### src/rtl/booth_r4_mult.sv
// Radix-4 Booth signed multiplier with a fixed WIDTH/2-cycle iteration.
// Returns the low WIDTH product bits plus a signed-overflow flag.
module booth_r4_mult #(
    parameter int WIDTH = 32
) (
    input  logic             clock,
    input  logic             reset_n,
    input  logic             ctrl_MULT,
    input  logic [WIDTH-1:0] data_operandA,
    input  logic [WIDTH-1:0] data_operandB,
    output logic [WIDTH-1:0] data_result,
    output logic             data_exception,
    output logic             data_resultRDY,
    output logic             busy
);

    localparam int ITER = WIDTH / 2;
    localparam int CW   = $clog2(ITER + 1);
    localparam int PW   = 2 * WIDTH + 3;
    localparam int UW   = WIDTH + 2;
    localparam logic [CW-1:0] LAST = CW'(ITER - 1);

    typedef enum logic [1:0] {
        IDLE,
        RUN,
        DONE
    } state_t;

    state_t          state;
    state_t          state_nxt;
    logic [CW-1:0]   cnt;
    logic [WIDTH-1:0] mcand;
    logic [PW-1:0]   prod;
    logic [PW-1:0]   prod_nxt;
    logic [UW-1:0]   upper;
    logic [UW-1:0]   m1;
    logic [UW-1:0]   m2;
    logic [UW-1:0]   addend;
    logic [UW-1:0]   operand;
    logic [UW-1:0]   sum;
    logic [WIDTH+2:0] hi_bits;
    logic            op_add;
    logic            op_sub;
    logic            op_two;
    logic            start;
    logic            last;
    logic            exc_nxt;

    assign start = ctrl_MULT && (state != RUN);
    assign last  = (state == RUN) && (cnt == LAST);

    assign data_resultRDY = (state == DONE);
    assign busy           = (state == RUN);

    always_ff @(posedge clock or negedge reset_n) begin
        if (!reset_n) begin
            state <= IDLE;
        end else begin
            state <= state_nxt;
        end
    end

    always_comb begin
        state_nxt = state;
        unique case (state)
            IDLE: begin
                if (ctrl_MULT) state_nxt = RUN;
            end
            RUN: begin
                if (cnt == LAST) state_nxt = DONE;
            end
            DONE: begin
                state_nxt = ctrl_MULT ? RUN : IDLE;
            end
            default: state_nxt = IDLE;
        endcase
    end

    // Booth triplet {b[i+1], b[i], b[i-1]} sits in the low three bits
    always_comb begin
        op_add = 1'b0;
        op_sub = 1'b0;
        op_two = 1'b0;
        unique case (prod[2:0])
            3'b001, 3'b010: op_add = 1'b1;
            3'b011: begin
                op_add = 1'b1;
                op_two = 1'b1;
            end
            3'b100: begin
                op_sub = 1'b1;
                op_two = 1'b1;
            end
            3'b101, 3'b110: op_sub = 1'b1;
            default: ;
        endcase
    end

    always_comb begin
        m1      = {{2{mcand[WIDTH-1]}}, mcand};
        m2      = {mcand[WIDTH-1], mcand, 1'b0};
        addend  = op_two ? m2 : m1;
        upper   = prod[PW-1:WIDTH+1];
        operand = '0;
        if (op_sub) begin
            operand = ~addend;
        end else if (op_add) begin
            operand = addend;
        end
        sum      = upper + operand + UW'(op_sub);
        prod_nxt = {{2{sum[UW-1]}}, sum, prod[WIDTH:2]};
        hi_bits  = prod_nxt[PW-1:WIDTH];
        // Fits in WIDTH bits only when all upper bits copy the result sign
        exc_nxt  = !((&hi_bits) || !(|hi_bits));
    end

    always_ff @(posedge clock or negedge reset_n) begin
        if (!reset_n) begin
            cnt            <= '0;
            mcand          <= '0;
            prod           <= '0;
            data_result    <= '0;
            data_exception <= 1'b0;
        end else if (start) begin
            cnt   <= '0;
            mcand <= data_operandA;
            prod  <= {{UW{1'b0}}, data_operandB, 1'b0};
        end else if (state == RUN) begin
            cnt  <= cnt + CW'(1);
            prod <= prod_nxt;
            if (last) begin
                data_result    <= prod_nxt[WIDTH:1];
                data_exception <= exc_nxt;
            end
        end
    end

endmodule
### config.mk
export PLATFORM = sky130hd
export DESIGN_NAME = booth_r4_mult
export DESIGN_NICKNAME = d
export VERILOG_FILES = /design/src/rtl/booth_r4_mult.sv
export SDC_FILE = /design/constraint.sdc
export NUM_CORES = 1
export LEC_CHECK = 0
export ABC_CLOCK_PERIOD_IN_PS = 4100
export BUFFER_PORTS_ARGS = -buffer_cell sky130_fd_sc_hd__clkbuf_2
export CAP_MARGIN = 20
export CORE_AREA = 2 2 127 178
export DETAILED_ROUTE_END_ITERATION = 12
export DIE_AREA = 0 0 129 180
export HOLD_SLACK_MARGIN = 0.06
export SYNTH_ARGS = -nofsm -noshare
export SYNTH_HDL_FRONTEND = slang
export SYNTH_SLANG_ARGS = --single-unit
export TNS_END_PERCENT = 1
### constraint.sdc
create_clock -name clock -period 4.1 [get_ports clock]
set_input_delay 0.205 -clock clock [delete_from_list [all_inputs] [get_ports clock]]
set_output_delay 0.205 -clock clock [all_outputs]
set_load 0.01 [all_outputs]
After elaboration in Yosys (flattened, before gate mapping):

Index checks and enable logic that the tools add are counted.

* add/subtract/negate cells: 3
* multipliers: 0
* div/mod/pow operators: 0
* order comparisons: 0
* equality and inequality tests: 12
* shifts and indexed selects: 0
* muxes and demuxes: 14
* bitwise logic cells: 2
* reduce and logical (&&, ||, !) cells: 14

Operator list (number)
* $mux W67: 2
* $mux W34: 2
* $add A34 B1 Y34: 1
* $add A34 B34 Y34: 1
* $not A34 Y34: 1
* $reduce_and A33 Y1: 1
* $reduce_or A33 Y1: 1
* $mux W32: 1
* $mux W5: 2
* $eq A3 B3 Y1 const B: 3
* $eq A3 B2 Y1 const B: 2
* $pmux W2 S3: 1
* $reduce_or A3 Y1: 2
* $add A5 B1 Y5 const B: 1
* $eq A5 B4 Y1 const B: 1
* $mux W1: 4
* $mux W2: 2
* $ne A2 B1 Y1 const B: 2
* $eq A3 B1 Y1 const B: 1
* $reduce_and A3 Y1: 1
* $eq A2 B1 Y1 const B: 1
* $eq A2 B2 Y1 const B: 1
* $logic_and A1 B1 Y1: 2
* $logic_not A1 Y1: 2
* other kinds (7): 7

* bits in registers: 139
* bits in latches: 0
* RAM bits: 0
* memory bits (read-only): 0
* bits of input ports: 67
* output and inout bits: 35
* logic and storage cells: 51
* memories: 0

Depth between registers and ports, before layout:

* word-level depth: 12
* gate-level depth with buffers: 18
* gate-level depth less buffers: 17

Least setup slack after synthesis:

Ideal clock, no wire load.

* path kind: reg-to-reg
* start point: reg prod[2]
* end point: reg data_exception
* library setup time: 0.134 ns
* data arrival time: 4.115 ns
* data required time: 3.966 ns
* setup slack: -0.149 ns
* stages on the path, launching flop included: 18
* buffers on the path: 3
* clock period less this slack: 4.249 ns
* cells stage by stage: dfrtp_1 -> clkbuf_1 -> clkbuf_1 -> clkbuf_1 -> xor2_1 -> a22oi_1 -> o21ai_0 -> ha_1 -> a21oi_1 -> nor2_1 -> a41o_1 -> or3_1 -> a2111oi_0 -> nor3_1 -> xor2_1 -> nand4_1 -> o41ai_1 -> a31oi_1

* cells in the longest elaborated chain, start to end: 12
* elaborated cells on any way between the ends: 23
* classes of those cells: add/sub (2); eq/ne (6); mux (6); bitwise (1); reduce/logical (8)

RTL lines
* start, declared: RTL line 33 `logic [PW-1:0] prod;`
* start signal, assigned: RTL line 127 `prod <= {{UW{1'b0}}, data_operandB, 1'b0};`
* start signal, assigned: RTL line 130 `prod <= prod_nxt;`
* $eq A3 B3 Y1 or $eq A3 B2 Y1 (tied branches): RTL line 84 `unique case (prod[2:0])`
* $reduce_or A2 Y1 (no line)
* $mux W1: RTL line 84
* $mux W32: RTL line 102 `addend = op_two ? m2 : m1;`
* $mux W34 or $not A34 Y34 (tied branches): RTL line 107, 106
* $mux W34: RTL line 105 `if (op_sub) begin`
* $add A34 B34 Y34: RTL line 110 `sum = upper + operand + UW'(op_sub);`
* $add A34 B1 Y34 *: RTL line 110
* $reduce_or A33 Y1: RTL line 114 `exc_nxt = !((&hi_bits) || !(|hi_bits));`
* $logic_not A1 Y1: RTL line 114
* $logic_or A1 B1 Y1 *: RTL line 114
* $logic_not A1 Y1 *: RTL line 114
* end signal, assigned: RTL line 133 `data_exception <= exc_nxt;`
* end, declared: RTL line 12 `output logic data_exception,`

Every way passes the cells marked *; elsewhere a longest branch is shown, timed or not.
A chain may end at the register's enable or synchronous reset.

Worst setup path in the final report:

* start point: reg prod[1]
* end point: reg data_exception

Same word-level chain as after synthesis.

==> flow_metrics.py <==
metrics = {
    "final_layout": {
        "fin_nets": 1188,
        "final_util_pct": 51.6,
        "n_antenna_cell": 0,
        "layout_common_cells": "dfrtp_1 (136), clkbuf_2 (100), o21ai_0 (99)",
        "drive_above_1_share_pct": 32.6,
        "area.growth.synth_to_final_pct": 32.0,
        "fin_cells": 1395,
        "fillers": 1943,
        "mostFrequentLayoutCell": "dfrtp_1",
    },
    "timing": {
        "layout_setup_ws_ns": 0.0695,
        "skew_ns": 0.00763,
        "clock.fmax_mhz": 248,
        "max-slew-margin-rel_pct": 34.6,
        "worst_pin_slew_ns": 0.982,
        "finalSetupViolCount": 0,
        "slew_violations": 0,
        "finalHoldViolCount": 0,
        "rsz0062_at_grt": "true",
        "finalCritPeriodShare_pct": 98.3,
        "fin_crit_ns": 4.03,
    },
    "run_status": {
        "status": "finished, final reports clean",
    },
    "yosys": {
        "ys_ff_latch": 137,
        "syn_nets": 984,
        "syn_inst": 881,
        "synth_area_leaders": "dfrtp_1 (40%), mux2_2 (8.4%), o21ai_0 (6.4%)",
        "synthArstFlopShare_pct": 100,
        "yosys.area.top_type_share_pct": 40.4,
        "synth-seq-area-share_pct": 40.4,
        "yosys_warnings": 0,
        "synth_cell_types": 78,
        "synth-main-ff-cell": "dfrtp_1",
        "synth_area_per_cell_um2": 9.63,
        "synth_area_mm2": 0.00848,
        "synth_top_area_cell": "dfrtp_1",
        "synth_edf_count": 0,
    },
    "placed_design": {
        "dpl.hpwl_um": 17100,
        "dp.cells": 1315,
        "port_buffers": 101,
        "finalWeightedCongestion": 0.950,
        "pre_cts_slack_ns": -0.530,
    },
    "global_route": {
        "grt_overflow": 0,
        "grt_max_degree": 106,
        "grt_pass1_vias": 7621,
        "antenna_found_initial": 0,
        "grt_use_total_pct": 21.6,
        "grt_pass1_wl_um": 39500,
    },
    "hold_path": {
        "hold_class": "in2reg",
        "worstHoldStart": "data_operandB[2]",
        "hold_depth": 3,
        "worstHoldEndpoint": "prod[3]",
    },
    "critical_path": {
        "crit-reg2reg-launch": "prod[1]",
        "max_stage_delay_ns": 0.55,
        "cp.arrival_ns": 4.33,
        "crit_path_start_kind": "flip-flop",
        "crit_chain": "buf_6, xor2_2, buf_12, a22oi_1, o21ai_0, ha_1, a21o_1, a21oi_2, buf_4, a211oi_2, buf_4, buf_4, nor3_4, xnor2_2, nor4_2, nand4_1, or4b_4, nor4_4, a31oi_1",
        "r2r_slack_ns": 0.07,
        "startpoint": "prod[1]",
        "reg2reg_depth": 19,
        "slowest_stage": "or4b_4",
        "crit_path_frequent_cell": "buf_4",
        "critPathMaxFanout": 29,
        "path_class": "reg2reg",
        "required_ns": 4.40,
        "end_kind": "flip-flop",
        "r2r-end": "data_exception",
    },
    "clock_tree": {
        "cts_tree": "built",
        "clkLatencyLatePin_ns": 0.42,
        "clock_sinks": 137,
        "htree_levels": 4,
        "clkSlewWorstSetupHoldPaths_ns": 0.07,
        "cts_inserted_buffers": 17,
        "clock-root-buffer": "clkbuf_16",
        "cts_buffer_depth": 2,
    },
    "floorplanning": {
        "start_util_pct": 39.1,
        "core_mm2": 0.0217,
        "die_area_mm2": 0.0232,
        "die_x_um": 129,
        "die_y_um": 180,
        "io_pins": 102,
        "row_count": 64,
    },
    "drt": {
        "wl_um": 24800,
        "final_antenna_net_count": 0,
        "drtIter0Drc": 334,
        "via_per_inst": 5.42,
        "avgRoutedWirePerCell_um": 17.8,
        "drt_pass1_iterations": 5,
        "route.detailed.drc": 0,
        "via_count": 7567,
    },
    "flow_run": {
        "cap_violations": 0,
    },
}
-- metal layers --
layer / share of wire [%] / track usage, %
met1: 39 / 24.9
met2: 51 / 37.4
met3: 4.6 / 4.32
met4: 5.0 / 11.1
met5: 0 / 0
-- registers in the layout, summed over array words and instances, names as in the netlist --
name	flops
prod	65
cnt	5
data_exception	1
data_result	32
mcand	32
state	2
-- worst max path at each step --
stage / endpoint / slack (ns) / cells past startpoint
finish: data_exception / 0.07 / 19
global route: data_exception / -0.18 / 19
CTS: data_exception / 0.002 / 20
detailed placement: data_exception / -0.53 / 17
global placement: data_exception / -0.46 / 17
floorplan: data_exception / 0.01 / 17
-- per-stage QoR --
stage	setup TNS (ns)	area (um^2)	hold slack (ns)
2_1_floorplan	0	8480	-0.0906
3_3_place_gp	-0.860	9860	0.295
3_5_place_dp	-1.20	9860	0.296
4_1_cts	0	11000	0.0606
5_1_grt	-0.178	11200	0.0826
6_report	0	11200	0.0687
-- final cells by class --
class	count	area (um^2)	area share, %
multi-input cells	675	5020	44.8
flip-flops and latches	137	3430	30.6
repair buffers	239	1730	15.4
clock buffers	17	425	3.80
well taps	297	372	3.32
clock inverters	15	174	1.55
inverters	15	56.3	0.503
-- logic make-up (layout without fill, tap and decap cells) --
logic type	count (synthesis)	in the layout	share of synthesized area (%)
compound gates	268	268	20.6
xor+xnor	54	54	5.58
simple gates	219	220	12.2
flops	137	137	40.4
mux	97	97	12.4
buf+inv	70	286	3.41
fa+ha+maj	36	36	5.49
-- critical path: cells and delay by family (launching register included) --
family | cells | cell delay [ns]
xor+xnor | 2 | 0.30
flops | 1 | 0.41
fa+ha+maj | 1 | 0.34
compound gates | 6 | 0.88
simple gates | 5 | 1.24
buf+inv | 5 | 0.74
-- cell usage after synthesis (3+ instances only) --
cell and n:
a31oi_1 6, nand3_1 29, dfrtp_1 137, xor2_1 45
nand2b_1 4, a21oi_1 33, o211ai_1 6, and2_1 7
o22ai_1 4, a21bo_2 3, buf_1 8, nor4_1 10
nand4_1 13, ha_1 34, buf_2 5, o21bai_1 5
o21ai_1 9, o311ai_1 3, nor3_1 12, a211o_1 4
xnor2_1 9, mux2i_1 34, a21o_1 9, a211oi_1 7
nand2_1 98, a22oi_1 30, clkbuf_1 38, nor2_1 29
inv_1 14, o2111ai_1 4, nor2b_1 5, o21ai_0 108
mux2_2 63
-- repair_timing --
action	4_1_cts	5_1_grt
hold buffers	37	0
hold endpoints to repair	111	0
cloned	2	0
setup buffers	2	7
gates resized for setup	28	33
endpoints found under the setup margin	7	2
pin swaps	4	21
Power is not shown: default switching activity piles up to over one toggle a cycle in this logic, so the estimate is an artifact.
